File: src/rtl/multicycle_cu.sv
// multicycle_cu: FSM control unit sequencing RV32I instructions through FETCH/DECODE/EXEC/MEM/WB,
// with memory-ready handshake, wait timeout, illegal-opcode trap and retire pulse.
module multicycle_cu #(
    parameter int OPC_W        = 7,
    parameter int ENABLE_JALR  = 1,
    parameter int ILLEGAL_TRAP = 1,
    parameter int MAX_WAIT     = 15
) (
    input  logic             clk,
    input  logic             rst,
    input  logic [OPC_W-1:0] opcode,
    input  logic             mem_ready,
    output logic             pc_write,
    output logic             ir_write,
    output logic             iord,
    output logic             mem_read,
    output logic             mem_write,
    output logic [1:0]       alu_op,
    output logic             alu_src_a,
    output logic             alu_src_b,
    output logic [1:0]       mem_out_sel,
    output logic             reg_write,
    output logic             branch,
    output logic             jump,
    output logic             retire,
    output logic             halted,
    output logic             bus_error
);
    localparam int CW = (MAX_WAIT > 0) ? $clog2(MAX_WAIT + 1) : 1;
    localparam logic [OPC_W-1:0] OP_LUI    = OPC_W'(7'b0110111);
    localparam logic [OPC_W-1:0] OP_AUIPC  = OPC_W'(7'b0010111);
    localparam logic [OPC_W-1:0] OP_JAL    = OPC_W'(7'b1101111);
    localparam logic [OPC_W-1:0] OP_JALR   = OPC_W'(7'b1100111);
    localparam logic [OPC_W-1:0] OP_IMM    = OPC_W'(7'b0010011);
    localparam logic [OPC_W-1:0] OP_OP     = OPC_W'(7'b0110011);
    localparam logic [OPC_W-1:0] OP_LOAD   = OPC_W'(7'b0000011);
    localparam logic [OPC_W-1:0] OP_STORE  = OPC_W'(7'b0100011);
    localparam logic [OPC_W-1:0] OP_BRANCH = OPC_W'(7'b1100011);

    typedef enum logic [2:0] {FETCH = 3'd0, DECODE = 3'd1, EXEC = 3'd2, MEM = 3'd3, WB = 3'd4, HALT = 3'd5} state_t;

    state_t           state_q, state_d;
    logic [OPC_W-1:0] opcode_q, opcode_d;
    logic [CW-1:0]    wait_cnt_q, wait_cnt_d;
    logic             bus_error_q, bus_error_d;

    function automatic logic legal(input logic [OPC_W-1:0] o);
        return o == OP_LUI || o == OP_AUIPC || o == OP_JAL || o == OP_IMM || o == OP_OP ||
               o == OP_LOAD || o == OP_STORE || o == OP_BRANCH || (ENABLE_JALR != 0 && o == OP_JALR);
    endfunction

    logic is_load, is_store, is_link, legal_in, waiting, timeout;
    assign is_load  = opcode_q == OP_LOAD;
    assign is_store = opcode_q == OP_STORE;
    assign is_link  = opcode_q == OP_JAL || opcode_q == OP_JALR;
    assign legal_in = legal(opcode);
    assign waiting  = (state_q == FETCH || state_q == MEM) && !mem_ready;
    assign timeout  = MAX_WAIT > 0 && waiting && wait_cnt_q == CW'(MAX_WAIT);

    always_comb begin
        state_d = state_q;
        case (state_q)
            FETCH:   state_d = mem_ready ? DECODE : timeout ? HALT : FETCH;
            DECODE:  state_d = legal_in ? EXEC : (ILLEGAL_TRAP != 0) ? HALT : FETCH;
            EXEC:    state_d = opcode_q == OP_BRANCH ? FETCH : (is_load || is_store) ? MEM : WB;
            MEM:     state_d = mem_ready ? (is_load ? WB : FETCH) : timeout ? HALT : MEM;
            WB:      state_d = FETCH;
            default: state_d = HALT;
        endcase
        opcode_d    = state_q == DECODE ? opcode : opcode_q;
        wait_cnt_d  = state_d != state_q ? '0 : waiting ? wait_cnt_q + CW'(1) : wait_cnt_q;
        bus_error_d = bus_error_q | timeout;
    end

    always_ff @(posedge clk) begin
        if (rst) begin
            state_q     <= FETCH;
            opcode_q    <= '0;
            wait_cnt_q  <= '0;
            bus_error_q <= 1'b0;
        end else begin
            state_q     <= state_d;
            opcode_q    <= opcode_d;
            wait_cnt_q  <= wait_cnt_d;
            bus_error_q <= bus_error_d;
        end
    end

    // Strobes are combinational so that a reset cycle suppresses them immediately.
    always_comb begin
        pc_write    = 1'b0;
        ir_write    = 1'b0;
        iord        = 1'b0;
        mem_read    = 1'b0;
        mem_write   = 1'b0;
        alu_op      = 2'b00;
        alu_src_a   = 1'b0;
        alu_src_b   = 1'b0;
        mem_out_sel = 2'b00;
        reg_write   = 1'b0;
        branch      = 1'b0;
        jump        = 1'b0;
        retire      = 1'b0;
        halted      = 1'b0;
        bus_error   = 1'b0;
        if (!rst) begin
            bus_error = bus_error_q;
            case (state_q)
                FETCH: begin
                    mem_read = 1'b1;
                    ir_write = mem_ready;
                    pc_write = mem_ready;
                end
                DECODE: retire = !legal_in && ILLEGAL_TRAP == 0;
                EXEC: begin
                    alu_op    = opcode_q == OP_LUI ? 2'b00 :
                                (opcode_q == OP_OP || opcode_q == OP_IMM) ? 2'b11 :
                                opcode_q == OP_BRANCH ? 2'b01 : 2'b10;
                    alu_src_a = opcode_q == OP_AUIPC || opcode_q == OP_JAL;
                    alu_src_b = !(opcode_q == OP_LUI || opcode_q == OP_OP || opcode_q == OP_BRANCH);
                    branch    = opcode_q == OP_BRANCH;
                    retire    = opcode_q == OP_BRANCH;
                end
                MEM: begin
                    iord      = 1'b1;
                    mem_read  = is_load;
                    mem_write = is_store;
                    retire    = is_store && mem_ready;
                end
                WB: begin
                    reg_write   = 1'b1;
                    retire      = 1'b1;
                    jump        = is_link;
                    pc_write    = is_link;
                    mem_out_sel = opcode_q == OP_LUI ? 2'b10 : is_load ? 2'b01 : is_link ? 2'b11 : 2'b00;
                end
                HALT:    halted = 1'b1;
                default: halted = 1'b0;
            endcase
        end
    end
endmodule
File: config.mk
export PLATFORM = sky130hd
export DESIGN_NAME = multicycle_cu
export DESIGN_NICKNAME = d
export VERILOG_FILES = /design/src/rtl/multicycle_cu.sv
export SDC_FILE = /design/constraint.sdc
export NUM_CORES = 1
export LEC_CHECK = 0
export CORE_MARGIN = 5
export CORE_UTILIZATION = 48
export CTS_CLUSTER_DIAMETER = 50
export CTS_CLUSTER_SIZE = 24
export DETAILED_ROUTE_END_ITERATION = 7
export GPL_TIMING_DRIVEN = 0
export PLACE_DENSITY = 0.82
export SLEW_MARGIN = 10
export SYNTH_ARGS = -nofsm -noshare
export SYNTH_HDL_FRONTEND = slang
export SYNTH_SLANG_ARGS = --single-unit
File: constraint.sdc
create_clock -name clk -period 2.3 [get_ports clk]
set_clock_uncertainty 0.05 [all_clocks]
set_input_delay 0.575 -clock clk [delete_from_list [all_inputs] [get_ports clk]]
set_output_delay 0.575 -clock clk [all_outputs]
set_load 0.01 [all_outputs]
After elaboration in Yosys (flattened, before gate mapping):

Cells that the tools add are included.

* register bits: 15
* bits of input ports: 10
* word-level logic and storage cells: 97

* add/sub/neg operators: 1
* equality and inequality tests: 25
* mux-type cells: 44
* bitwise operators: 1
* reduce and logical (&&, ||, !) cells: 22

Operators with widths (number)
* == test 7 x 6 -> 1 bit, second input constant: 6
* == test 7 bit, second input constant: 6
* == test 7 x 5 -> 1 bit, second input constant: 4
* 2-to-1 mux 3 bit: 8
* 2-to-1 mux 1 bit: 22
* 2-to-1 mux 2 bit: 10
* logical OR 1 bit: 15
* one-hot mux 3 bit (5 select lines): 1
* == test 7 x 2 -> 1 bit, second input constant: 2
* == test 3 x 2 -> 1 bit, second input constant: 2
* == test 3 bit, second input constant: 2
* adder 4 x 1 -> 4 bit, second input constant: 1
* == test 4 bit, second input constant: 1
* one-hot mux 1 bit (2 select lines): 2
* == test 3 x 1 -> 1 bit, second input constant: 1
* logical AND 1 bit: 3
* zero test 3 bit: 1
* != test 3 bit: 1
* one-hot mux 1 bit (3 select lines): 1
* zero test 1 bit: 2
* OR reduction 2 bit: 1
* bitwise OR 1 bit: 1

Logic depth before layout (Yosys ltp):

* depth after elaboration: 13
* gate-level depth with buffers: 6

Worst setup path before layout:

OpenSTA, ideal clock, no wires.

* path type: input-to-output
* start: input port rst
* end: output port pc_write
* data arrival time: 1.482 ns
* data required time: 1.675 ns
* slack: 0.193 ns
* stages: 3
* path buffers: 0
* cells stage by stage: or3_1 nor3_1 or2_2

* longest elaborated chain between the ends: 1

Ends and longest elaborated chain
* start, declared: line 10 `input logic rst,`
* 2-to-1 mux 1 bit: line 106 `if (!rst) begin`
* end, declared: line 13 `output logic pc_write,`

Every way passes these cells.

Worst setup path in the final report:

* start: register state_q[1]
* end: output port mem_read

* longest elaborated chain between the ends: 3
* elaborated cells on any way between the ends: 4
* those cells by class: eq/ne: 1; mux: 2; reduce/logical: 1

Ends and longest elaborated chain
* start, declared: line 42 `state_t state_q, state_d;`
* start signal, assigned: line 82 `state_q <= state_d;`
* == test 3 x 2 -> 1 bit or zero test 3 bit (tied branches): line 108 `case (state_q)`
* one-hot mux 1 bit (2 select lines) (*): line 108
* 2-to-1 mux 1 bit (*): line 106
* end, declared: line 16 `output logic mem_read,`

Every way passes the cells marked *; elsewhere a longest branch is shown, timed or not.

==> results.sh <==
export IMPL_run_status="complete, no violations"
export IMPL_preCtsSetupSlack_ps=-795
export IMPL_grt_pass1_vias=1147
export IMPL_synth_area_leader_cell="dfxtp_1"
export IMPL_ant_nets=0
export IMPL_r2r_slack_ps=70
export IMPL_setup_slack_ps=18.0
export IMPL_worst_pin_slew_ps=821
export IMPL_drive_above_1_share=0.278
export IMPL_antenna_cells=0
export IMPL_ys_ff_latch=15
export IMPL_final_setup_viol_count=0
export IMPL_worstRegToRegCells=7
export IMPL_synth_area_leaders="dfxtp_1, nor2_1, mux2i_1"
export IMPL_antenna_found_initial=0
export IMPL_drt_vias_per_instance=6.04
export IMPL_io_pins=27
export IMPL_port_buffer_count=25
export IMPL_die_h_um=56.8
export IMPL_grt_max_degree=12
export IMPL_cts_buffers=3
export IMPL_netlist_instances=142
export IMPL_p_clk_frac=0.251
export IMPL_rr_endpoint="wait_cnt_q[3]"
export IMPL_core_area_um2=2150
export IMPL_area_growth_pct=43.5
export IMPL_initialDrtViolationCount=30
export IMPL_power_switching_mw=0.199
export IMPL_end_kind="output port"
export IMPL_cp_startpoint="state_q[1]"
export IMPL_critPathKind="reg -> out"
export IMPL_synth_edf_count=0
export IMPL_num_vias=1233
export IMPL_slew_viol_final=0
export IMPL_clk_path_buf_depth=2
export IMPL_start_kind="flip-flop"
export IMPL_syn_area_um2=1050
export IMPL_whs_ps=423
export IMPL_period_share=0.992
export IMPL_htree_levels=1
export IMPL_grt_pass1_wl_um=5050
export IMPL_syn_num_nets=153
export IMPL_num_nets_final=188
export IMPL_root_buffer="clkbuf_4"
export IMPL_min_to="bus_error_q"
export IMPL_setup_tns_ps=0
export IMPL_async_flop_share=0
export IMPL_grt_setup_unrepaired="yes"
export IMPL_regToRegStartpoint="state_q[2]"
export IMPL_clkTransAtPathRegs_ps=90
export IMPL_rows=17
export IMPL_grt_overflow=0
export IMPL_avgSynthCellArea_um2=7.39
export IMPL_post_drt_wl_per_cell_um=15.6
export IMPL_cp_data_required_time_ps=1670
export IMPL_p_comb_frac=0.265
export IMPL_hold_violations=0
export IMPL_drc_errors=0
export IMPL_dp_hpwl_um=2220
export IMPL_grt_usage=0.194
export IMPL_vdd_drop_max_mv=0.315
export IMPL_finalPower_mw=0.616
export IMPL_power_density_nw_per_um2=409
export IMPL_pwr_share_seq=0.485
export IMPL_sw_frac_of_total=0.322
export IMPL_maxCapViolCount=0
export IMPL_p_int_mw=0.417
export IMPL_final_cell_area_um2=1510
export IMPL_initial_core_util=0.489
export IMPL_min_path_type="reg -> reg"
export IMPL_finalCriticalPeriod_ps=2280
export IMPL_yosysUniqueCellTypes=41
export IMPL_hold_start="bus_error_q"
export IMPL_arrival_ps=1660
export IMPL_die_area_um2=3220
export IMPL_synth_yosys_seq_area_share=0.286
export IMPL_synth_top_area_share=0.286
export IMPL_min_path_cells=2
export IMPL_firstDrtPassIters=5
export IMPL_clock_fmax_mhz=438
export IMPL_final_cells=204
export IMPL_placed_cells=195
export IMPL_synth_ff_type="dfxtp_1"
export IMPL_cts_sinks=15
export IMPL_crit_fanout=4
export IMPL_wirelength_um=3190
export IMPL_fin_util=0.701
export IMPL_leakage_nw=0.654
export IMPL_ys_warn_count=0
export IMPL_insertion_delay_ps=290
export IMPL_relSlewSlack=0.450
export IMPL_cts_tree="built"
export IMPL_placed_area_um2=1340
export IMPL_routabilityCongestion=0.907
export IMPL_fp_dieW_um=56.8
export IMPL_nFillCells=185
## synthesized netlist by cell type (all sizes together) (2+ instances only)
master / n
a2111oi: 3
a211oi: 2
a21oi: 8
a31oi: 3
and3: 3
buf: 3
clkbuf: 6
dfxtp: 15
inv: 5
mux2i: 7
nand2: 11
nand2b: 5
nand3: 4
nand3b: 2
nor2: 21
nor2b: 2
nor3: 14
o21ai: 2
o41ai: 2
or4: 2
xor2: 3
## how the worst max path moves through the flow
stage / endpoint / slack, ps / depth (start not counted)
floorplan: pc_write / 190 / 3
global placement: pc_write / -820 / 5
detailed placement: pc_write / -800 / 5
CTS: pc_write / -10 / 5
global route: wait_cnt_q[0] / -50 / 7
finish: mem_read / 20 / 5
## cell families (layout without fill, tap and decap cells)
kind of cell,after synthesis,in the layout,synth area share
adders and majority gates,1,1,0.0119
muxes,7,7,0.0667
xor gates and xnor gates,4,4,0.0334
DFF,15,15,0.286
and+or+nand+nor,73,73,0.361
AOI/OAI and AO/OA,28,28,0.187
buffers and inverters,14,48,0.0536
## power by group through the flow
stage,clock network (mW),registers (mW),logic [mW]
after floorplan,0,0.287,0.100
after global placement,0,0.290,0.147
after detailed placement,0,0.291,0.151
after CTS,0.154,0.294,0.157
after global routing,0.177,0.301,0.178
final,0.155,0.299,0.163
## layout by cell type, fill, tap and decap left out, types with 2 or more instances in the layout
| master | count |
|---|---|
| nand2b_4 | 2 |
| or4_1 | 2 |
| a31oi_1 | 3 |
| a211oi_1 | 2 |
| clkbuf_8 | 2 |
| nand3b_1 | 2 |
| a2111oi_0 | 2 |
| inv_1 | 4 |
| and3_1 | 3 |
| nand2_1 | 10 |
| dfxtp_1 | 6 |
| a21oi_1 | 8 |
| nand2b_1 | 3 |
| clkbuf_2 | 4 |
| mux2i_1 | 7 |
| nor2_1 | 21 |
| clkdlybuf4s50_1 | 8 |
| dlygate4sd2_1 | 5 |
| dfxtp_2 | 5 |
| nor3_4 | 2 |
| buf_2 | 4 |
| nor2b_1 | 2 |
| dlymetal6s2s_1 | 2 |
| clkdlybuf4s15_1 | 2 |
| nor3_2 | 3 |
| nor3_1 | 9 |
| dfxtp_4 | 4 |
| buf_4 | 10 |
| o41ai_1 | 2 |
| nand3_1 | 4 |
| clkbuf_1 | 2 |
| clkbuf_4 | 3 |
| xor2_1 | 3 |
## what timing repair did
| item | in CTS | in global routing |
|---|---|---|
| resized for setup | 67 | 22 |
| setup buffers | 6 | 3 |
| setup endpoints to repair | 21 | 15 |
| hold buffers | 0 | 0 |
| pin swaps | 3 | 8 |
| hold endpoints to repair | 0 | 0 |
## worst max-delay path: stages (launching register included)
cell,delay (ps)
dfxtp_4,390
buf_4,120
or4b_4,460
nor3_2,120
o211a_1,160
buf_2,120
## area by class of cell
| class | instances | area [µm²] | share of cell area |
|---|---|---|---|
| Sequential cell | 15 | 322 | 0.213 |
| Multi-Input combinational cell | 113 | 778 | 0.517 |
| Tap cell | 28 | 35.0 | 0.0233 |
| Timing Repair Buffer | 34 | 283 | 0.188 |
| Clock buffer | 4 | 26.3 | 0.0174 |
| Buffer | 5 | 43.8 | 0.0291 |
| Inverter | 5 | 18.8 | 0.0125 |
## registers in the layout, summed over array words and instances, names as in the netlist
register,count
opcode_q,7
wait_cnt_q,4
state_q,3
bus_error_q,1
## metal layers
layer,wire length (µm),track usage
met5,0,0
met4,61,0.0927
met3,232,0.0414
met2,1530,0.327
met1,1370,0.231
No activity file was read; power rests on OpenSTA's default activity.
